**config.mk**
```make
export PLATFORM = sky130hd
export DESIGN_NAME = range_scan_ctrl_flat
export DESIGN_NICKNAME = d
export VERILOG_FILES = /design/src/rtl/range_scan_ctrl_pkg.sv /design/src/rtl/range_scan_ctrl_if.sv /design/src/rtl/range_max_tracker.sv /design/src/rtl/range_scan_ctrl.sv /design/src/flat_wrapper.sv
export SDC_FILE = /design/constraint.sdc
export NUM_CORES = 1
export LEC_CHECK = 0
export ABC_AREA = 1
export ABC_CLOCK_PERIOD_IN_PS = 2700
export BUFFER_PORTS_ARGS = -buffer_cell sky130_fd_sc_hd__buf_2
export CAP_MARGIN = 30
export CORE_MARGIN = 2
export CORE_UTILIZATION = 39
export CTS_BUF_LIST = sky130_fd_sc_hd__clkbuf_8 sky130_fd_sc_hd__clkbuf_16
export CTS_CLUSTER_DIAMETER = 80
export CTS_CLUSTER_SIZE = 28
export DETAILED_ROUTE_END_ITERATION = 10
export SLEW_MARGIN = 20
export SYNTH_ARGS = -nofsm -noshare
export SYNTH_HDL_FRONTEND = slang
export SYNTH_SLANG_ARGS = --single-unit
```
**constraint.sdc**
```tcl
create_clock -name clk -period 2.7 [get_ports clk]
set_input_delay 0.405 -clock clk [delete_from_list [all_inputs] [get_ports clk]]
set_output_delay 0.405 -clock clk [all_outputs]
set_load 0.02 [all_outputs]
```
**src/rtl/range_scan_ctrl_pkg.sv**
```systemverilog
// -----------------------------------------------------------------------------
// range_pkg
// Shared definitions for the range scan controller: controller state encoding,
// default parameter values, bus widths and the wrapping index helper.
// No ports (package).
// -----------------------------------------------------------------------------
package range_pkg;

    // Default parameter values for range_scan_ctrl
    localparam int RAM_WORDS_DEF     = 256;
    localparam int RAM_ADDR_BITS_DEF = 8;
    localparam int RD_LAT_DEF        = 1;
    localparam int GUARD_DEF         = 2;

    // Fixed bus widths
    localparam int BASE_W  = 12;
    localparam int START_W = 32;
    localparam int COUNT_W = 16;

    typedef enum logic [2:0] {
        IDLE      = 3'd0,
        LAUNCH    = 3'd1,
        WAIT_DONE = 3'd2,
        SCAN      = 3'd3,
        FINISH    = 3'd4
    } state_e;

    // Index of a scanned word: base plus address, wrapping modulo 2^BASE_W.
    function automatic logic [BASE_W-1:0] wrap_index(
        input logic [BASE_W-1:0] base_v,
        input logic [BASE_W-1:0] addr_v
    );
        return base_v + addr_v;
    endfunction

endpackage

```
**src/rtl/range_scan_ctrl_if.sv**
```systemverilog
// -----------------------------------------------------------------------------
// range_scan_ctrl_if
// Bundles the request, datapath handshake and result signals of the range scan
// controller.
//   master : requester / datapath side (drives run, abort, base, done, count)
//   slave  : controller side (drives go, start, busy, result_valid,
//            max_count, max_index)
// -----------------------------------------------------------------------------
interface range_scan_ctrl_if;
    import range_pkg::*;

    logic               run;
    logic               abort;
    logic [BASE_W-1:0]  base;
    logic               go;
    logic [START_W-1:0] start;
    logic               done;
    logic [COUNT_W-1:0] count;
    logic               busy;
    logic               result_valid;
    logic [COUNT_W-1:0] max_count;
    logic [BASE_W-1:0]  max_index;

    modport master (
        output run, abort, base, done, count,
        input  go, start, busy, result_valid, max_count, max_index
    );

    modport slave (
        input  run, abort, base, done, count,
        output go, start, busy, result_valid, max_count, max_index
    );
endinterface

```
**src/rtl/range_max_tracker.sv**
```systemverilog
// -----------------------------------------------------------------------------
// range_max_tracker
// Running maximum of a stream of (count, index) samples. The first valid sample
// after clear seeds the maximum; later samples replace it only when strictly
// greater, so ties keep the earliest (lowest-address) index.
// Ports:
//   clk, reset_n       : clock, asynchronous active-low reset
//   clear_i            : restart tracking (has priority over valid_i)
//   valid_i            : sample present this cycle
//   count_i, index_i   : sample value and its index
//   max_count_o        : largest count seen since clear
//   max_index_o        : index of that count
// -----------------------------------------------------------------------------
module range_max_tracker #(
    parameter int COUNT_W = 16,
    parameter int INDEX_W = 12
) (
    input  logic               clk,
    input  logic               reset_n,
    input  logic               clear_i,
    input  logic               valid_i,
    input  logic [COUNT_W-1:0] count_i,
    input  logic [INDEX_W-1:0] index_i,
    output logic [COUNT_W-1:0] max_count_o,
    output logic [INDEX_W-1:0] max_index_o
);

    logic               seen_q, seen_d;
    logic [COUNT_W-1:0] max_q,  max_d;
    logic [INDEX_W-1:0] idx_q,  idx_d;

    // Next running maximum: clear, seed/replace on strictly greater, or hold
    always_comb begin
        seen_d = seen_q;
        max_d  = max_q;
        idx_d  = idx_q;
        if (clear_i) begin
            seen_d = 1'b0;
            max_d  = '0;
            idx_d  = '0;
        end else if (valid_i && (!seen_q || (count_i > max_q))) begin
            seen_d = 1'b1;
            max_d  = count_i;
            idx_d  = index_i;
        end else begin
            seen_d = seen_q;
        end
    end

    // Running maximum registers
    always_ff @(posedge clk or negedge reset_n) begin
        if (!reset_n) begin
            seen_q <= 1'b0;
            max_q  <= '0;
            idx_q  <= '0;
        end else begin
            seen_q <= seen_d;
            max_q  <= max_d;
            idx_q  <= idx_d;
        end
    end

    assign max_count_o = max_q;
    assign max_index_o = idx_q;

endmodule

```
**src/rtl/range_scan_ctrl.sv**
```systemverilog
// -----------------------------------------------------------------------------
// range_scan_ctrl
// Launches a range computation on an external datapath, waits for completion
// (ignoring done for GUARD cycles after the launch), reads back RAM_WORDS count
// words and publishes the largest count and its wrapped index.
// Ports:
//   clk, reset_n : clock, asynchronous active-low reset
//   bus (slave)  : run/abort/base requests, go/start/done/count datapath
//                  handshake, busy/result_valid/max_count/max_index results
// All bus outputs are registered.
// -----------------------------------------------------------------------------
module range_scan_ctrl
    import range_pkg::*;
#(
    parameter int RAM_WORDS     = RAM_WORDS_DEF,
    parameter int RAM_ADDR_BITS = RAM_ADDR_BITS_DEF,
    parameter int RD_LAT        = RD_LAT_DEF,
    parameter int GUARD         = GUARD_DEF
) (
    input  logic              clk,
    input  logic              reset_n,
    range_scan_ctrl_if.slave  bus
);

    localparam int GUARD_W = (GUARD > 0) ? $clog2(GUARD + 1) : 1;
    localparam int CNT_W   = $clog2(RAM_WORDS + RD_LAT + 1);
    localparam logic [RAM_ADDR_BITS-1:0] LAST_ADDR = RAM_ADDR_BITS'(RAM_WORDS - 1);
    localparam logic [CNT_W-1:0]         SCAN_LAST = CNT_W'(RAM_WORDS + RD_LAT - 1);

    state_e                   state_q, state_d;
    logic [GUARD_W-1:0]       guard_q, guard_d;
    logic [RAM_ADDR_BITS-1:0] addr_q, addr_d;
    logic [CNT_W-1:0]         scan_cnt_q, scan_cnt_d;
    logic [BASE_W-1:0]        base_q, base_d;
    logic                     rvalid_q, rvalid_d;
    logic [COUNT_W-1:0]       max_count_q, max_count_d;
    logic [BASE_W-1:0]        max_index_q, max_index_d;
    logic                     go_q, busy_q;
    logic [START_W-1:0]       start_q, start_d;

    logic                     abort_s;
    logic                     sample_valid_s;
    logic [RAM_ADDR_BITS-1:0] sample_addr_s;
    logic [BASE_W-1:0]        sample_index_s;
    logic [COUNT_W-1:0]       trk_count_s;
    logic [BASE_W-1:0]        trk_index_s;

    // Abort only matters once an operation is in progress
    assign abort_s = (state_q != IDLE) && bus.abort;

    // Scan cycle n carries the count for the address driven RD_LAT cycles earlier
    assign sample_valid_s = (state_q == SCAN) && (scan_cnt_q >= CNT_W'(RD_LAT));
    assign sample_addr_s  = RAM_ADDR_BITS'(scan_cnt_q - CNT_W'(RD_LAT));
    assign sample_index_s = wrap_index(base_q, BASE_W'(sample_addr_s));

    range_max_tracker #(
        .COUNT_W (COUNT_W),
        .INDEX_W (BASE_W)
    ) u_max_tracker (
        .clk         (clk),
        .reset_n     (reset_n),
        .clear_i     (state_q == LAUNCH),
        .valid_i     (sample_valid_s),
        .count_i     (bus.count),
        .index_i     (sample_index_s),
        .max_count_o (trk_count_s),
        .max_index_o (trk_index_s)
    );

    // Next-state and next-output logic of the controller FSM
    always_comb begin
        state_d     = state_q;
        guard_d     = guard_q;
        addr_d      = addr_q;
        scan_cnt_d  = scan_cnt_q;
        base_d      = base_q;
        rvalid_d    = rvalid_q;
        max_count_d = max_count_q;
        max_index_d = max_index_q;
        if (abort_s) begin
            // Published results stay as they were; result_valid was already
            // cleared when this operation was accepted
            state_d  = IDLE;
            rvalid_d = 1'b0;
        end else begin
            case (state_q)
                IDLE: begin
                    if (bus.run) begin
                        state_d  = LAUNCH;
                        base_d   = bus.base;
                        rvalid_d = 1'b0;
                    end else begin
                        state_d = IDLE;
                    end
                end
                LAUNCH: begin
                    state_d = WAIT_DONE;
                    guard_d = '0;
                end
                WAIT_DONE: begin
                    // done may still be high from the previous range
                    if (guard_q < GUARD_W'(GUARD)) begin
                        guard_d = guard_q + GUARD_W'(1);
                    end else if (bus.done) begin
                        state_d    = SCAN;
                        addr_d     = '0;
                        scan_cnt_d = '0;
                    end else begin
                        state_d = WAIT_DONE;
                    end
                end
                SCAN: begin
                    scan_cnt_d = scan_cnt_q + CNT_W'(1);
                    if (addr_q != LAST_ADDR) begin
                        addr_d = addr_q + RAM_ADDR_BITS'(1);
                    end else begin
                        addr_d = addr_q;
                    end
                    if (scan_cnt_q == SCAN_LAST) begin
                        state_d = FINISH;
                    end else begin
                        state_d = SCAN;
                    end
                end
                FINISH: begin
                    max_count_d = trk_count_s;
                    max_index_d = trk_index_s;
                    rvalid_d    = 1'b1;
                    state_d     = IDLE;
                end
                default: begin
                    state_d = IDLE;
                end
            endcase
        end

        if (state_d == LAUNCH) begin
            start_d = START_W'(base_d);
        end else if (state_d == SCAN) begin
            start_d = START_W'(addr_d);
        end else begin
            start_d = '0;
        end
    end

    // State, datapath and registered output flops
    always_ff @(posedge clk or negedge reset_n) begin
        if (!reset_n) begin
            state_q     <= IDLE;
            guard_q     <= '0;
            addr_q      <= '0;
            scan_cnt_q  <= '0;
            base_q      <= '0;
            rvalid_q    <= 1'b0;
            max_count_q <= '0;
            max_index_q <= '0;
            go_q        <= 1'b0;
            busy_q      <= 1'b0;
            start_q     <= '0;
        end else begin
            state_q     <= state_d;
            guard_q     <= guard_d;
            addr_q      <= addr_d;
            scan_cnt_q  <= scan_cnt_d;
            base_q      <= base_d;
            rvalid_q    <= rvalid_d;
            max_count_q <= max_count_d;
            max_index_q <= max_index_d;
            go_q        <= (state_d == LAUNCH);
            busy_q      <= (state_d != IDLE);
            start_q     <= start_d;
        end
    end

    assign bus.go           = go_q;
    assign bus.busy         = busy_q;
    assign bus.start        = start_q;
    assign bus.result_valid = rvalid_q;
    assign bus.max_count    = max_count_q;
    assign bus.max_index    = max_index_q;

endmodule

```
**src/flat_wrapper.sv**
```systemverilog
// flat-port wrapper written by rule: the top's interface ports become plain ports
module range_scan_ctrl_flat import range_pkg::*;
#(
    parameter int RAM_WORDS     = RAM_WORDS_DEF,
    parameter int RAM_ADDR_BITS = RAM_ADDR_BITS_DEF,
    parameter int RD_LAT        = RD_LAT_DEF,
    parameter int GUARD         = GUARD_DEF
)
  (clk, reset_n, bus_run, bus_abort, bus_base, bus_done, bus_count, bus_go, bus_start, bus_busy, bus_result_valid, bus_max_count, bus_max_index);
  range_scan_ctrl_if bus_i ();
  input  logic clk;
  input  logic reset_n;
  input wire logic [$bits(bus_i.run)-1:0] bus_run;
  input wire logic [$bits(bus_i.abort)-1:0] bus_abort;
  input wire logic [$bits(bus_i.base)-1:0] bus_base;
  input wire logic [$bits(bus_i.done)-1:0] bus_done;
  input wire logic [$bits(bus_i.count)-1:0] bus_count;
  output wire logic [$bits(bus_i.go)-1:0] bus_go;
  output wire logic [$bits(bus_i.start)-1:0] bus_start;
  output wire logic [$bits(bus_i.busy)-1:0] bus_busy;
  output wire logic [$bits(bus_i.result_valid)-1:0] bus_result_valid;
  output wire logic [$bits(bus_i.max_count)-1:0] bus_max_count;
  output wire logic [$bits(bus_i.max_index)-1:0] bus_max_index;
  assign bus_i.run = bus_run;
  assign bus_i.abort = bus_abort;
  assign bus_i.base = bus_base;
  assign bus_i.done = bus_done;
  assign bus_i.count = bus_count;
  assign bus_go = bus_i.go;
  assign bus_start = bus_i.start;
  assign bus_busy = bus_i.busy;
  assign bus_result_valid = bus_i.result_valid;
  assign bus_max_count = bus_i.max_count;
  assign bus_max_index = bus_i.max_index;
  range_scan_ctrl #(.RAM_WORDS(RAM_WORDS), .RAM_ADDR_BITS(RAM_ADDR_BITS), .RD_LAT(RD_LAT), .GUARD(GUARD)) u_core (.clk(clk), .reset_n(reset_n), .bus(bus_i));
endmodule
```
# Yosys cells after proc, flatten, opt, wreduce, memory -nomap -nowiden
# Cells that the tools add are included.
[totals]
ff_bits = 126
inputBits = 33
output_inout_bits = 63
elab_cells = 81
[op_classes]
order_cmp = 3
n_reduce_logical = 16
eq_ne = 12
n_mux = 30
addsub = 5
bitwise_logic = 1
[op_table]
columns = ["operator", "count"]
rows = [
  ["$mux W12", 5],
  ["$mux W8", 5],
  ["$mux W16", 2],
  ["$mux W32", 1],
  ["$mux W9", 2],
  ["$pmux W9 S2", 1],
  ["$gt A16 B16 Y1", 1],
  ["$pmux W8 S2", 1],
  ["$add A12 B8 Y12", 1],
  ["$pmux W3 S4", 1],
  ["$add A9 B1 Y9 const B", 1],
  ["$eq A3 B2 Y1 const B", 3],
  ["$eq A9 B9 Y1 const B", 1],
  ["$ge A9 B1 Y1 const B", 1],
  ["$mux W3", 3],
  ["$reduce_bool A3 Y1", 3],
  ["$add A8 B1 Y8 const B", 1],
  ["$ne A8 B8 Y1 const B", 1],
  ["$sub A8 B1 Y8 const B", 1],
  ["$eq A3 B1 Y1 const B", 2],
  ["$mux W1", 6],
  ["$reduce_bool A2 Y1", 3],
  ["$ne A2 B2 Y1 const B", 2],
  ["$pmux W2 S2", 1],
  ["15 further kinds", 18],
]

# Longest topological paths before layout
[depth]
ltp_word = 7
depth_mapped = 17
ltp_nobuf = 16

# Cells and area by module
# Synthesis repeated with hierarchy kept, for this count alone.
[unflattened]
cells_unflattened = 724
hier_area_um2 = 5831.8
[modules_own_cells]
columns = ["module", "n_inst", "cells_each", "seq_area_each_um2", "area_per_inst_um2"]
rows = [
  ["range_scan_ctrl", 1, 521, 1926.8, 4076.4],
  ["range_max_tracker", 1, 203, 725.7, 1755.4],
]

# Worst setup path after synthesis
# OpenSTA, ideal clock, no wires.
[synth_path]
kind = "reg-to-reg"
startpoint = "register u_core.scan_cnt_q[0]"
endpoint = "register u_core.u_max_tracker.idx_q[9] (netlist: u_core.u_max_tracker.max_index_o[9])"
arrival_ns = 2.072
stages_incl_launch_ff = 13
slack_ns = 0.510
synth_period_minus_slack_ns = 2.190
path_buffers = 0
setup_ns = 0.118
cell_sequence = "dfrtp_1 > inv_1 > ha_1 > nand2_1 > xor2_1 > ha_1 > a21oi_1 > inv_1 > o21ai_0 > nand3_1 > xor2_1 > nand3_1 > nand2_1"
[synth_between]
elab_chain_len = 4
[synth_rtl]
columns = ["element", "line_no", "text"]
rows = [
  ["from (decl)", "range_scan_ctrl.sv:33", "logic [CNT_W-1:0] scan_cnt_q, scan_cnt_d;"],
  ["from (signal assigned)", "range_scan_ctrl.sv:164", "scan_cnt_q <= scan_cnt_d;"],
  ["$sub A8 B1 Y8 or $ge A9 B1 Y1 (tied branches)", "range_scan_ctrl.sv:53, range_scan_ctrl.sv:52", ""],
  ["$add A12 B8 Y12 or $logic_and A1 B1 Y1 (tied branches)", "range_scan_ctrl_pkg.sv:33, range_scan_ctrl.sv:52", ""],
  ["$mux W12 or $logic_and A1 B1 Y1 (tied branches)", "range_max_tracker.sv:41", "end else if (valid_i && (!seen_q || (count_i > max_q))) begin"],
  ["$mux W12 or $reduce_bool A2 Y1 (tied branches)", "--", ""],
  ["to (signal assigned)", "range_max_tracker.sv:59", "idx_q <= idx_d;"],
  ["to (decl)", "range_max_tracker.sv:30", "logic [INDEX_W-1:0] idx_q, idx_d;"],
]
# Parallel ways exist; a longest one is shown, timed or not. The select of a mux whose other input is x is not followed.
# A chain may end at the register's enable or synchronous reset.

# Worst setup path in the final report
# Same ends and word-level chain as after synthesis.

==> metrics.txt <==
Initial Utilization=0.397; Crit path required time=2940 ps; Port Buffers=75; Top FF cell, synth=dfrtp_1; number of distinct library cells after synthesis=42; DRT Pass-1 Iters=4; DP HPWL=9200 µm; crit path launch type=flop; routed vias=4397; initial DRC count=276; Synthesis Warnings=0; R2R Setup Slk=330 ps; area occupied by multi-input gates=2610 µm²; post-synthesis async set-or-reset flop share=1.00; DR vias/cell=4.82; layout cell share with drive strength beyond 1=0.214; Sw Ratio=0.405; top cell type's share of synthesized area=0.462; Peak VDD IR=0.000581 V; Combinational Power Share=0.436; CTS tree=done; Num CTS Buffers=9; hold crit path type=primary input to async pin; dpl cells=897; Final setup viols=0; max cap viols=0; first-pass GRT wire length=20700 µm; crit-path max FO=7; final worst path period need=2370 ps; Hold-fix buffers, CTS=0; DP Area=6220 µm²; post-CTS setup repair buffer count=0; final non-filler cell total=913; Mapped Area=5750 µm²; syn_area_per_cell=8.87 µm²; Power Dens Cells=969 nW/µm²; Int Pwr=0.00378 W; Final ANT Viol Nets=0; DRC Markers=0; status=finished, final reports clean; Overflow after GRT=0; Total Routed Length=12200 µm; Hold WS=50.2 ps; chip height=125 µm; Synth top cells by count=nand2_1, dfrtp_1, inv_1; Fmax=422 MHz; sequential standard cell area=2650 µm²; Ports=96; Cells after Synth=648; Wirelength per Cell=13.4 µm; setup TNS=0 ps; gr usage total=0.162; final worst-path cycle share=0.878; clock tree buffer depth=2; top-count cell post-synth=nand2_1; GPL Wtd Cong=0.848; worst slew pin tran=702 ps; flip-flop and latch count after synthesis=106; clk slew on worst S/H paths=70 ps; H-tree depth=3; total power=0.00634 W; Fillers=1433; NetSw=0.00257 W; Area contributors post-synth=dfrtp_1, nand2_1, ha_1, nand3_1, inv_1; leakage=3.47 nW; area delta synth->final=13.9%; max-slew violation count=0; Resized Gates After CTS=0; Clock Sinks=106; EDFF count, synth=0; Setup crit end kind=flop; core area=14500 µm²; RSZ-0062 raised after global routing=no; clock group share of total power=0.225; number of global-route vias before repair=4377; Data arrival, critical path=2610 ps; largest net degree at the start of global routing=47; NumNets Final=790; antenna violations before repair=0; die outline area=15700 µm²; Clk Latency, worst-skew pair=350 ps; final non-filler cell area=6540 µm²; Clock Root Buffer=clkbuf_16; die extent in x=125 µm; clk_skew=6.24 ps; row cnt=44; Final Hold Violating Endpoints=0; Ant. Diodes=0; Flop pwr share=0.339; cell taking the most area after synthesis=dfrtp_1; sequential element share of the synthesized area=0.462; Setup CP Type=flop to flop; worst relative slew slack=0.530
[critical path, stage by stage (launching register included)]
cell and delay [ps]:
dfrtp_1 490, inv_1 140, ha_1 250, nand2_1 90, xor2_1 160, ha_1 300, a21oi_1 200, inv_1 70
o21ai_0 150, nand3_1 140, xor2_1 160, nand3_1 70, nand2_1 50
[final timing paths]
path / startpoint / end / cells after the start
max in group asynchronous: reset_n / u_core.scan_cnt_q[2] / 2
min in group clk: bus_base[10] / u_core.bus.start[10] / 3
max: u_core.scan_cnt_q[0] / u_core.u_max_tracker.max_index_o[9] / 12
max reg2reg: u_core.scan_cnt_q[0] / u_core.u_max_tracker.max_index_o[9] / 12
min: reset_n / u_core.bus.max_count[15] / 1
min reg2reg: u_core.bus.result_valid / u_core.bus.result_valid / 2
[registers in the layout, indices dropped and copies added (netlist names)]
register	cells
u_core.u_max_tracker.max_count_o	16
u_core.addr_q	8
u_core.scan_cnt_q	9
u_core.state_q	3
u_core.guard_q	2
u_core.bus.busy	1
u_core.bus.result_valid	1
u_core.bus.max_index	12
u_core.base_q	12
u_core.u_max_tracker.max_index_o	12
u_core.u_max_tracker.seen_q	1
u_core.bus.max_count	16
u_core.bus.go	1
u_core.bus.start	12
[layout by cell type (no fill, tap or decap), types with 3 or more instances in the layout]
cell type  instances
nand2_1          157
dfrtp_1          106
buf_2             74
inv_1             62
nand3_1           55
nor2_1            33
o21ai_0           33
ha_1              32
a21oi_1           24
nand3_2           20
conb_1            20
mux2_2            13
xor2_1            12
nand4_1            9
clkbuf_16          9
buf_4              9
inv_2              8
nor2_2             6
nor3_1             5
nor2_4             4
xnor2_1            4
o22ai_1            3
[power groups by stage]
stage	clock network [W]	logic [W]	registers (W)
2_1_floorplan	0	0.00214	0.00219
3_5_place_dp	0	0.00278	0.00217
5_1_grt	0.00154	0.00317	0.00219
6_report	0.00143	0.00277	0.00215
3_3_place_gp	0	0.00276	0.00217
4_1_cts	0.00148	0.00280	0.00215
[per-layer routing]
metal  track usage  share of wire  vias up
li1              -              -     2224
met1         0.212           0.46     2075
met2         0.270           0.48       91
met3        0.0454          0.047        7
met4        0.0327         0.0069        0
met5             0              0        -
[layout make-up]
cell class,instances,area share
clock inverter,6,0.0136
inverter,70,0.0402
tap,184,0.0352
sequential,106,0.405
clock buffer,10,0.0365
multi-input combinational,453,0.399
timing repair buffer,84,0.0700
[through the flow]
step,setup slack [ps],util
floorplan,510,-
global placement,359,0.429
detailed placement,314,0.429
CTS,296,0.452
global route,21.3,0.452
finish,329,0.452
[cells by family after synthesis]
group	count (synthesis)	synth area share
AOI/OAI and AO/OA	76	0.0751
xor gates and xnor gates	16	0.0244
adders and majority gates	33	0.0732
buffers and inverters	108	0.0962
DFF	106	0.462
muxes	13	0.0255
other	1	0.000653
and+or+nand+nor	295	0.243
Note: power is estimated with default switching activity, not from simulation.
